==> src/rtl/bin_to_bcd_if.sv <==
// Handshake bundle for bin_to_bcd: binary word in, packed BCD digits plus sign out.
// The master side is the producer of words and the consumer of results.
interface bin_to_bcd_if #(
    parameter int WIDTH  = 8,
    parameter int DIGITS = 3
);
    logic                  in_valid;
    logic                  in_ready;
    logic [WIDTH-1:0]      bin;
    logic                  out_valid;
    logic                  out_ready;
    logic [4*DIGITS-1:0]   bcd;
    logic                  neg;

    modport master (
        output in_valid, bin, out_ready,
        input  in_ready, out_valid, bcd, neg
    );

    modport slave (
        input  in_valid, bin, out_ready,
        output in_ready, out_valid, bcd, neg
    );
endinterface

==> src/rtl/bin_to_bcd.sv <==
// Sequential double-dabble binary-to-BCD converter, one input bit per clock.
// Optional macro BIN_TO_BCD_SIGNED_EN: treat bin as two's complement and report the sign on neg.
//
// state   | meaning
// S_IDLE  | ready for a word; bcd/neg hold the previous result
// S_SHIFT | one add-3/shift iteration per cycle, WIDTH iterations in total
// S_DONE  | result presented until out_ready
module bin_to_bcd #(
    parameter int WIDTH  = 8,
    parameter int DIGITS = 3
) (
    input  logic          clk,
    input  logic          rst,
    bin_to_bcd_if.slave   bus
);
    localparam int CW = $clog2(WIDTH + 1);
    localparam int DW = 4 * DIGITS;

    function automatic bit f_digits_ok();
        longint unsigned p;
        longint unsigned lim;
        p = 64'd1;
`ifdef BIN_TO_BCD_SIGNED_EN
        lim = 64'd1 << (WIDTH - 1);
`else
        lim = (64'd1 << WIDTH) - 64'd1;
`endif
        if (DIGITS >= 19) return 1'b1;
        for (int i = 0; i < DIGITS; i++) p = p * 64'd10;
        return p > lim;
    endfunction

    generate
        if (WIDTH < 2 || WIDTH > 32) begin : g_bad_width
            $error("bin_to_bcd: WIDTH must be in 2..32");
        end
        if (DIGITS < 1 || !f_digits_ok()) begin : g_bad_digits
            $error("bin_to_bcd: DIGITS too small for WIDTH");
        end
    endgenerate

    typedef enum logic [1:0] {
        S_IDLE  = 2'd0,
        S_SHIFT = 2'd1,
        S_DONE  = 2'd2
    } state_t;

    state_t              r_state;
    state_t              w_nxt;
    logic [CW-1:0]       r_cnt;
    logic [WIDTH-1:0]    r_bin;
    logic [DW-1:0]       r_dig;
    logic                r_sign;
    logic [DW-1:0]       r_bcd;
    logic                r_neg;
    logic                r_in_ready;
    logic                r_out_valid;

    logic                w_last;
    logic [DW-1:0]       w_adj;
    logic [DW+WIDTH-1:0] w_cat;
    logic [WIDTH-1:0]    w_mag;
    logic                w_sign;

    assign w_last = (r_cnt == CW'(WIDTH - 1));

`ifdef BIN_TO_BCD_SIGNED_EN
    // Negating the most negative value wraps to itself, which read as unsigned is the right magnitude.
    assign w_sign = bus.bin[WIDTH-1];
    assign w_mag  = w_sign ? -bus.bin : bus.bin;
`else
    assign w_sign = 1'b0;
    assign w_mag  = bus.bin;
`endif

    always_comb begin
        w_adj = r_dig;
        for (int d = 0; d < DIGITS; d++) begin
            if (r_dig[4*d +: 4] >= 4'd5) w_adj[4*d +: 4] = r_dig[4*d +: 4] + 4'd3;
        end
    end

    assign w_cat = {w_adj, r_bin} << 1;

    always_comb begin
        w_nxt = r_state;
        case (r_state)
            S_IDLE:  if (bus.in_valid)  w_nxt = S_SHIFT;
            S_SHIFT: if (w_last)        w_nxt = S_DONE;
            S_DONE:  if (bus.out_ready) w_nxt = S_IDLE;
            default:                    w_nxt = S_IDLE;
        endcase
    end

    always_ff @(posedge clk or posedge rst) begin
        if (rst) begin
            r_state     <= S_IDLE;
            r_in_ready  <= 1'b1;
            r_out_valid <= 1'b0;
        end else begin
            r_state     <= w_nxt;
            r_in_ready  <= (w_nxt == S_IDLE);
            r_out_valid <= (w_nxt == S_DONE);
        end
    end

    always_ff @(posedge clk or posedge rst) begin
        if (rst) begin
            r_cnt  <= '0;
            r_bin  <= '0;
            r_dig  <= '0;
            r_sign <= 1'b0;
            r_bcd  <= '0;
            r_neg  <= 1'b0;
        end else begin
            case (r_state)
                S_IDLE: begin
                    if (bus.in_valid) begin
                        r_bin  <= w_mag;
                        r_dig  <= '0;
                        r_cnt  <= '0;
                        r_sign <= w_sign;
                    end
                end
                S_SHIFT: begin
                    r_dig <= w_cat[DW+WIDTH-1:WIDTH];
                    r_bin <= w_cat[WIDTH-1:0];
                    r_cnt <= r_cnt + CW'(1);
                    if (w_last) begin
                        r_bcd <= w_cat[DW+WIDTH-1:WIDTH];
                        r_neg <= r_sign;
                    end
                end
                default: ;
            endcase
        end
    end

    assign bus.in_ready  = r_in_ready;
    assign bus.out_valid = r_out_valid;
    assign bus.bcd       = r_bcd;
    assign bus.neg       = r_neg;
endmodule

==> src/flat_wrapper.sv <==
// flat-port wrapper written by rule: the top's interface ports become plain ports
module bin_to_bcd_flat 
#(
    parameter int WIDTH  = 8,
    parameter int DIGITS = 3
)
  (clk, rst, bus_in_valid, bus_bin, bus_out_ready, bus_in_ready, bus_out_valid, bus_bcd, bus_neg);
  bin_to_bcd_if #(.WIDTH(WIDTH), .DIGITS(DIGITS)) bus_i ();
  input  logic clk;
  input  logic rst;
  input wire logic [$bits(bus_i.in_valid)-1:0] bus_in_valid;
  input wire logic [$bits(bus_i.bin)-1:0] bus_bin;
  input wire logic [$bits(bus_i.out_ready)-1:0] bus_out_ready;
  output wire logic [$bits(bus_i.in_ready)-1:0] bus_in_ready;
  output wire logic [$bits(bus_i.out_valid)-1:0] bus_out_valid;
  output wire logic [$bits(bus_i.bcd)-1:0] bus_bcd;
  output wire logic [$bits(bus_i.neg)-1:0] bus_neg;
  assign bus_i.in_valid = bus_in_valid;
  assign bus_i.bin = bus_bin;
  assign bus_i.out_ready = bus_out_ready;
  assign bus_in_ready = bus_i.in_ready;
  assign bus_out_valid = bus_i.out_valid;
  assign bus_bcd = bus_i.bcd;
  assign bus_neg = bus_i.neg;
  bin_to_bcd #(.WIDTH(WIDTH), .DIGITS(DIGITS)) u_core (.clk(clk), .rst(rst), .bus(bus_i));
endmodule
==> config.mk <==
export PLATFORM = sky130hd
export DESIGN_NAME = bin_to_bcd_flat
export DESIGN_NICKNAME = d
export VERILOG_FILES = /design/src/rtl/bin_to_bcd_if.sv /design/src/rtl/bin_to_bcd.sv /design/src/flat_wrapper.sv
export SDC_FILE = /design/constraint.sdc
export NUM_CORES = 1
export LEC_CHECK = 0
export ABC_AREA = 1
export CAP_MARGIN = 20
export CORE_ASPECT_RATIO = 1.75
export CORE_MARGIN = 1
export CORE_UTILIZATION = 50
export CTS_BUF_LIST = sky130_fd_sc_hd__clkbuf_4 sky130_fd_sc_hd__clkbuf_8
export DETAILED_ROUTE_END_ITERATION = 10
export PLACE_DENSITY = 0.74
export SLEW_MARGIN = 15
export SYNTH_ARGS = -nofsm -noshare
export SYNTH_HDL_FRONTEND = slang
export SYNTH_SLANG_ARGS = --single-unit
==> constraint.sdc <==
create_clock -name clk -period 2.4 [get_ports clk]
set_clock_uncertainty 0.15 [all_clocks]
set_input_delay 0.24 -clock clk [delete_from_list [all_inputs] [get_ports clk]]
set_output_delay 0.24 -clock clk [all_outputs]
set_load 0.01 [all_outputs]
==> results of run 1 <==
synth_stat cells, types with 2 or more instances:
master / n
ha_1: 7
buf_6: 2
o22ai_1: 2
nand3_1: 30
nand2_4: 2
inv_1: 17
nand4_1: 6
o21ai_0: 9
nand2_2: 2
nor2_1: 6
inv_2: 2
nand2_1: 93
buf_4: 3
dfrtp_1: 39
cell type report:
type | count | share of cell area, %
Tap cell | 46 | 2.50
Sequential cell | 40 | 43.6
Multi-Input combinational cell | 166 | 35.1
Clock inverter | 1 | 0.327
Inverter | 20 | 3.38
Clock buffer | 7 | 3.92
Timing Repair Buffer | 26 | 11.2
logic make-up (layout without fill, tap and decap cells):
family / after synthesis / after routing / synth area share [%]
AO/OA/AOI/OAI: 16 / 16 / 4.85
flip-flops: 40 / 40 / 51.8
adder cells (fa/ha/maj): 7 / 7 / 4.52
other: 1 / 1 / 0.194
XOR/XNOR: 1 / 1 / 0.453
AND/OR/NAND/NOR: 141 / 141 / 31.6
buffers and inverters: 26 / 54 / 6.59
path summary, 6_finish.rpt:
kind	from	to	slack, ns	cells after the start
max	u_core.bus.in_ready	bus_in_ready	0.68	1
min	rst	u_core.bus.out_valid	0.21	3
max reg2reg	u_core.r_cnt[0]	u_core.bus.bcd[7]	0.73	6
min reg2reg	u_core.bus.bcd[11]	u_core.bus.bcd[11]	0.33	2
max in group asynchronous	rst	u_core.bus.in_ready	1.54	3
min in group clk	u_core.bus.bcd[11]	u_core.bus.bcd[11]	0.33	2
metal layers:
layer | up-vias | part of all wire (%) | GRT usage, %
met5 | - | 0 | 0
met2 | 33 | 54 | 36.7
met4 | 0 | 2.7 | 10.7
li1 | 798 | - | -
met3 | 8 | 2.9 | 3.99
met1 | 729 | 40 | 21.7
registers in the layout, indices dropped and copies added (netlist names):
signal / flops
u_core.r_cnt: 4
u_core.r_bin: 8
u_core.bus.in_ready: 1
u_core.r_state: 2
u_core.r_dig: 12
u_core.bus.out_valid: 1
u_core.bus.bcd: 12
power by group through the flow:
| stage | registers (mW) | clock network, mW | logic (mW) |
|---|---|---|---|
| 6_report | 1.15 | 0.472 | 1.27 |
| 5_1_grt | 1.19 | 0.514 | 1.46 |
| 4_1_cts | 1.15 | 0.488 | 1.29 |
| 3_5_place_dp | 1.17 | 0 | 1.28 |
| 3_3_place_gp | 1.16 | 0 | 1.26 |
| 2_1_floorplan | 1.18 | 0 | 0.864 |
through the flow:
stage          power [mW]  worst slack, ns
3_3_place_gp         2.42            0.765
6_report             2.90            0.684
3_5_place_dp         2.45            0.745
5_1_grt              3.17            0.555
4_1_cts              2.93            0.670
2_1_floorplan        2.04             1.07
==> impl_metrics.yaml, run 1 <==
cells_and_area:
  num-nets-final: 278
  fin_util_pct: 62.7
  synthToLayoutAreaGrowth_pct: 18.7
  mostFrequentLayoutCell: "nand2_1"
  regArea_um2: 1000
  fill_cells: 345
  fin_area_um2: 2300
  drive_gt1_share_pct: 7.69
  antennaDiodeCount: 0
  final_cell_mix: "93 x nand2_1, 39 x dfrtp_1, 30 x nand3_1, 25 x clkdlybuf4s50_1, 17 x inv_1"
  multi_input_area_um2: 806
  stdcell_count: 306
power:
  p_sw_share_pct: 40.0
  switching_power_mw: 1.16
  pwr_density_cell_nw_per_um2: 1260
  ir_worst_vdd_mv: 0.865
  p_leak_nw: 1.16
  comb_power_share_pct: 43.9
  internal_power_mw: 1.74
  seq_power_share_pct: 39.8
  clkPwrFrac_pct: 16.3
setup_path:
  crit_path_top_delay_cell: "clkdlybuf4s50_1"
  cp_slowest_stage_delay_ns: 0.52
  criticalPathCategory: "reg2out"
  cp_num_buf_inv: 1
  start_kind: "flop"
  worstPathCellList: "clkdlybuf4s50_1"
  worst_ep_required_time_ns: 2.01
  cp_max_fo: 1
  cp.arrival_ns: 1.33
  crit_family: "buffers and inverters"
  crit_path_end_kind: "output port"
floorplanning:
  core_um2: 3660
  die_w_um: 49.0
  num_io_pins: 27
  fp.dieH_um: 84.3
  dieArea_um2: 4130
  fp-row-count: 29
  start_util_pct: 52.8
cts:
  cts_resized: 0
  clockBufferDepth: 2
  htreeDepth: 2
  clock_latency_ns: 0.29
  clock_sinks: 40
  post_cts.repair.setup_buffers: 0
  root_buffer: "clkbuf_8"
  clk_pin_slew_ns: 0.07
  holdBufCountCts: 0
  cts_tree: "done"
  cts_buffers: 5
job:
  maxCapViolCount: 0
sta:
  holdWs_ns: 0.211
  hold_viol_final: 0
  tns_ns: 0
  slew_headroom_pct: 57.1
  finalSetupViolCount: 0
  min_period_ns: 1.72
  rsz0062_at_grt: "no"
  tightest_slew_ns: 0.642
  fin_crit_sh_pct: 71.5
  fmax_mhz: 583
  final_max_slew_viol_count: 0
yosys:
  yosys-top-cells-area: "dfrtp_1 50%, nand2_1 18%, nand3_1 7.8%"
  synthDistinctLibCells: 26
  netlist_instances: 232
  yosys.area.top_type_share_pct: 50.4
  syn_avg_cell_area_um2: 8.34
  ys.flop_type: "dfrtp_1"
  synth_seq_area_share_pct: 51.8
  synth-edff-count: 0
  ys_ff_latch: 40
  synth_area_um2: 1940
  yosys_warnings: 0
  synth_nets: 251
  synth-async-reset-ratio_pct: 100
  synth_largest_area_cell: "dfrtp_1"
place:
  io_buffers: 25
  dp_hpwl_um: 2560
  dp.cells: 298
  place_area_um2: 2200
  gp_congestion: 0.879
grt:
  antenna_found_initial: 0
  grt_usage_pct: 20.3
  grt_pass1_wl_um: 6320
  grt_max_degree: 41
  grt_pass1_vias: 1478
  gr-total-overflow: 0
detailed_routing:
  routed_wl_um: 3660
  initialDrtViolationCount: 55
  drt-pass1-iter-count: 5
  wl_per_cell_um: 12.0
  vias_per_cell: 5.12
  dr_total_vias: 1568
  drtAntennaViolNets: 0
  drcViolationCount: 0
run_status:
  status: "finished clean"
hold_path:
  hp-class: "in2async"
No activity file was read; power rests on OpenSTA's default activity.
==> run 2: changes to the inputs <==
PLACE_DENSITY = 0.77   (was 0.74)
clock period = 1.5 ns   (was 2.4 ns; I/O delays follow)
==> run 2 against run 1 <==
  * Combinational power grew 79%
  * Sequential power grew 61%
  * Final area grew 7.4%
  * Total power up 68%
  * Register-to-register slack worse by 0.67 ns
  * Critical path depth rose by 5
  * Core utilization grew 4.6 points
  * Global-route usage increased by 1.3 points
  * Clock power increased by 61%
  * Cell count up 3.9%
  * Largest cell class unchanged
  * Largest power group unchanged
==> impl_metrics.yaml, run 2 (synthesis gave the netlist of run 1 again) <==
run_status:
  status: "finished clean"
floorplanning:
  num_io_pins: 27
  die_w_um: 49.0
  core_um2: 3660
  fp-row-count: 29
  fp.dieH_um: 84.3
  start_util_pct: 52.8
  dieArea_um2: 4130
detailed_routing:
  drt-pass1-iter-count: 4
  drtAntennaViolNets: 0
  wl_per_cell_um: 12.7
  drcViolationCount: 0
  routed_wl_um: 4050
  vias_per_cell: 5.25
  dr_total_vias: 1670
  initialDrtViolationCount: 49
sta:
  holdWs_ns: 0.254
  hold_viol_final: 0
  min_period_ns: 1.44
  fin_ws_ns: 0.0584
  fmax_mhz: 694
  finalSetupViolCount: 0
  final_max_slew_viol_count: 0
  fin_crit_sh_pct: 96.1
setup_path:
  cp_max_fo: 10
  r2r_end: "u_core.bus.bcd[5]"
  rrSetupSlack_ns: 0.06
  worst_ep_required_time_ns: 1.57
  crit_path_end_kind: "flop"
  ff2ff_path_depth: 6
  criticalPathCategory: "reg2reg"
  start_kind: "flop"
  cp.arrival_ns: 1.51
  r2r-start: "u_core.r_cnt[0]"
cells_and_area:
  final_cell_mix: "91 x nand2_1, 39 x dfrtp_1, 26 x nand3_1, 15 x inv_1, 12 x clkdlybuf4s50_1"
  mostFrequentLayoutCell: "nand2_1"
  synthToLayoutAreaGrowth_pct: 27.5
  antennaDiodeCount: 0
  drive_gt1_share_pct: 15.1
  stdcell_count: 318
  num-nets-final: 290
  fill_cells: 324
  fin_util_pct: 67.4
hold_path:
  min_path_cells: 3
  holdPathEnd: "u_core.r_bin[0]"
  hp-class: "in2reg"
  hold_start: "bus_bin[0]"
cts:
  htreeDepth: 2
  clockBufferDepth: 2
  clk_pin_slew_ns: 0.07
  cts_tree: "done"
  clock_sinks: 40
  cts_buffers: 5
  root_buffer: "clkbuf_8"
  clock_latency_ns: 0.29
grt:
  grt_pass1_wl_um: 6860
  grt_pass1_vias: 1624
  gr-total-overflow: 0
  antenna_found_initial: 0
  grt_max_degree: 26
  grt_usage_pct: 21.6
place:
  post-place-ws_ns: -0.00540
  gp_congestion: 0.830
  io_buffers: 25
  dp.cells: 306
  dp_hpwl_um: 2900
power:
  comb_power_share_pct: 46.4
  ir_worst_vdd_mv: 1.05
  seq_power_share_pct: 38.0
  p_leak_nw: 1.39
  p_sw_share_pct: 40.2
  internal_power_mw: 2.92
  switching_power_mw: 1.96
  clkPwrFrac_pct: 15.6
  pwr_density_cell_nw_per_um2: 1980
job:
  maxCapViolCount: 0
[run 2: changes by cell type in the layout (fill, tap and decap cells not counted), sizes merged]
cell and change:
dlygate4sd3 +1, clkdlybuf4s50 -13, dlymetal6s2s +10, dlygate4sd2 +3
clkinvlp -1, clkbuf +1, buf +11
[run 2: through the flow]
step,cell area [um^2],TNS [ns],power [mW]
finish,2470,0,4.88
global route,2470,-0.0999,5.27
CTS,2380,0,4.82
detailed placement,2270,-0.00540,4.05
global placement,2270,0,3.97
floorplan,1940,0,3.27
[run 2: power by group through the flow]
| stage | clock (mW) | sequential [mW] | combinational (mW) |
|---|---|---|---|
| floorplan | 0 | 1.89 | 1.38 |
| global placement | 0 | 1.86 | 2.11 |
| detailed placement | 0 | 1.87 | 2.17 |
| CTS | 0.793 | 1.85 | 2.17 |
| global route | 0.818 | 1.92 | 2.54 |
| finish | 0.761 | 1.85 | 2.27 |
[run 2: final cells by class]
cell class,count,area [um^2],share of cell area (%)
multi-input combinational,166,843,34.2
tap,46,57.6,2.33
clock buffer,8,97.6,3.95
timing repair buffer,38,388,15.7
sequential,40,1000,40.6
inverter,20,80.1,3.24
[run 2: how the worst max path moves through the flow]
stage                                from                  end  slack (ns)  cells past startpoint
after floorplan           u_core.r_cnt[0]    u_core.bus.bcd[8]        0.17                      7
after global placement    u_core.r_cnt[0]  u_core.bus.in_ready        0.06                      6
after detailed placement  u_core.r_cnt[0]  u_core.bus.in_ready      -0.005                      6
after CTS                 u_core.r_dig[4]    u_core.bus.bcd[5]       0.002                      8
after global routing      u_core.r_cnt[0]   u_core.bus.bcd[10]       -0.02                      6
final                     u_core.r_cnt[0]    u_core.bus.bcd[5]        0.06                      6
[run 2: what timing repair did]
item,4_1_cts,5_1_grt
setup endpoints to repair,4,30
pin swaps,0,2
resized for setup,5,22
endpoints found under the hold margin,4,0
hold buffers,1,0
buffers inserted,0,3
cloned,0,0
[run 2: metal layers]
layer	part of all wire, %	vias up	GRT usage [%]
met5	0	-	0
met4	2.1	0	12.3
met3	2.7	7	3.26
met2	57	33	38.8
met1	38	807	23.5
li1	-	823	-
[run 2: critical path, cell delays in order, from the launching register on]
cell	delay, ns
dfrtp_1	0.39
ha_2	0.22
nand3_2	0.11
nor2_4	0.16
buf_6	0.17
nand3_2	0.09
nand2_1	0.08
==> run 3: changes to the inputs <==
CORE_UTILIZATION = 25   (was 50)
DONT_BUFFER_PORTS = 1   (was unset)
PLACE_DENSITY = unset   (was 0.77)
==> run 3 against run 2 <==
  * Highest routed layer unchanged
  * Largest power group is now sequential cells
  * Core utilization fell by 36 points
  * Global-route usage fell by 9.7 points
  * Final area fell by 4.7%
  * Critical path type unchanged
  * Flip-flop and latch count did not move
  * Maximum frequency barely moved
  * Sequential share of layout area rose by 2.0 points
  * Die area rose by 96%
  * Register-to-register slack barely moved
==> impl_metrics.yaml, run 3 (synthesis gave the netlist of run 1 again) <==
place:
  gp_congestion: 0.821
  post-place-ws_ns: -0.0206
  io_buffers: 0
  dp_hpwl_um: 2940
detailed_routing:
  drt-pass1-iter-count: 4
  initialDrtViolationCount: 78
  drcViolationCount: 0
  wl_per_cell_um: 12.4
  dr_total_vias: 1595
  vias_per_cell: 4.61
  routed_wl_um: 4290
  drtAntennaViolNets: 0
grt:
  grt_pass1_wl_um: 6980
  antenna_found_initial: 0
  grt_pass1_vias: 1564
  use_met2_pct: 20.0
  grt_usage_pct: 11.8
  grt_busiest_layer: "met2"
  use_met3_pct: 2.80
  gr-total-overflow: 0
  groute.layer.met1.usage_pct: 12.1
  grt_max_degree: 41
floorplanning:
  start_util_pct: 25.8
  num_io_pins: 27
  dieArea_um2: 8110
  fp-row-count: 42
  core_um2: 7510
  die_w_um: 68.5
  fp.dieH_um: 118
setup_path:
  cp_num_buf_inv: 1
  criticalPathCategory: "reg2reg"
  worstPathCellList: "buf_4 -> ha_1 -> nand2_1 -> nand3_2 -> nand2_1 -> nand3_1 -> nand2_1"
  r2r_end: "u_core.bus.bcd[2]"
  start_kind: "flop"
  crit_path_end_kind: "flop"
  cp_slowest_stage_delay_ns: 0.39
  critical_path_depth: 7
  crit_path_top_delay_cell: "dfrtp_1"
  ff2ff_path_depth: 7
  worst_ep_required_time_ns: 1.59
  rrSetupSlack_ns: 0.06
  worstSetupEndpoint: "u_core.bus.bcd[2]"
  cpMostUsedCell: "nand2_1"
  r2r-start: "u_core.r_dig[0]"
  cp.arrival_ns: 1.53
  startpoint: "u_core.r_dig[0]"
  crit_family: "simple AND/OR/NAND/NOR gates"
  cp_max_fo: 4
cts:
  cts_tree: "done"
  htreeDepth: 2
  root_buffer: "clkbuf_8"
  clk_pin_slew_ns: 0.08
  clock_latency_ns: 0.30
  clockBufferDepth: 2
  cts_buffers: 5
  clock_sinks: 40
power:
  finalPower_mw: 4.71
  p_leak_nw: 1.19
  switching_power_mw: 1.97
  comb_power_share_pct: 41.6
  pwr_density_cell_nw_per_um2: 2000
  ir_worst_vdd_mv: 0.676
  clkPwrFrac_pct: 16.6
  p_sw_share_pct: 41.8
  seq_power_share_pct: 41.8
  internal_power_mw: 2.75
cells_and_area:
  mostFrequentLayoutCell: "nand2_1"
  drive_gt1_share_pct: 15.1
  num-nets-final: 276
  fin_util_pct: 31.3
  antennaDiodeCount: 0
  synthToLayoutAreaGrowth_pct: 21.5
  final_cell_mix: "91 x nand2_1, 39 x dfrtp_1, 27 x nand3_1, 15 x inv_1, 11 x dlygate4sd3_1"
sta:
  finalSetupViolCount: 0
  hold_viol_final: 0
  tns_ns: 0
  fin_crit_sh_pct: 96.0
  fin_ws_ns: 0.0597
  fmax_mhz: 694
  min_period_ns: 1.44
  final_max_slew_viol_count: 0
run_status:
  status: "finished clean"
hold_path:
  hp-class: "in2async"
job:
  maxCapViolCount: 0
[run 3: cell types whose count changed in the layout (fill, tap and decap cells not counted)]
| cell | delta |
|---|---|
| dlymetal6s2s_1 | -10 |
| dlygate4sd3_1 | +10 |
| nand3_1 | +1 |
| ha_2 | -2 |
| nand3_4 | -1 |
| buf_12 | +1 |
| ha_1 | +2 |
| clkdlybuf4s50_1 | -12 |
| dlygate4sd2_1 | -3 |
[run 3: power groups by stage]
stage / Combinational, mW / Clock, mW / Sequential [mW]
after floorplan: 1.38 / 0 / 1.89
after global placement: 1.76 / 0 / 1.98
after detailed placement: 1.81 / 0 / 2.00
after CTS: 1.85 / 0.810 / 1.97
after global routing: 2.23 / 0.854 / 2.03
final: 1.96 / 0.783 / 1.97
[run 3: final cells by class]
cell class              count  area, um^2
fillers                   804        5160
inverters                  20        80.1
multi-input cells         166         826
repair buffers             24         236
flip-flops and latches     40        1000
clock buffers               8        97.6
well taps                  88         110
[run 3: worst min-delay path by stage]
stage | from | to | slack, ns
after detailed placement | rst | u_core.bus.bcd[2] | -0.03
after global placement | rst | u_core.bus.bcd[2] | -0.04
after global routing | rst | u_core.bus.bcd[1] | 0.22
after floorplan | bus_bin[0] | u_core.r_bin[0] | 0.12
after CTS | rst | u_core.r_bin[0] | 0.20
final | rst | u_core.r_dig[11] | 0.19
[run 3: tightest hold or removal path: cells and delay by family]
family | cells | cell delay (ns)
buffers and inverters | 3 | 0.86
[run 3: stage by stage]
step	hold slack, ns	area (um^2)	std cells
6_report	0.193	2350	346
4_1_cts	0.199	2300	342
3_3_place_gp	-0.0358	2080	322
3_5_place_dp	-0.0277	2080	322
5_1_grt	0.217	2350	346
2_1_floorplan	0.117	1940	232
[run 3: what timing repair did]
| action | in CTS | in global routing |
|---|---|---|
| resized for setup | 0 | 11 |
| pin swaps | 0 | 1 |
| hold buffers | 11 | 0 |
| setup endpoints to repair | 1 | 18 |
| setup buffers | 1 | 4 |
| endpoints found under the hold margin | 53 | 0 |
[run 3: layer usage]
metal  share of wire, %  vias up
met2                 55       30
met1                 37      757
li1                   -      790
met5                  0        -
met4                4.3        0
met3                3.3       18
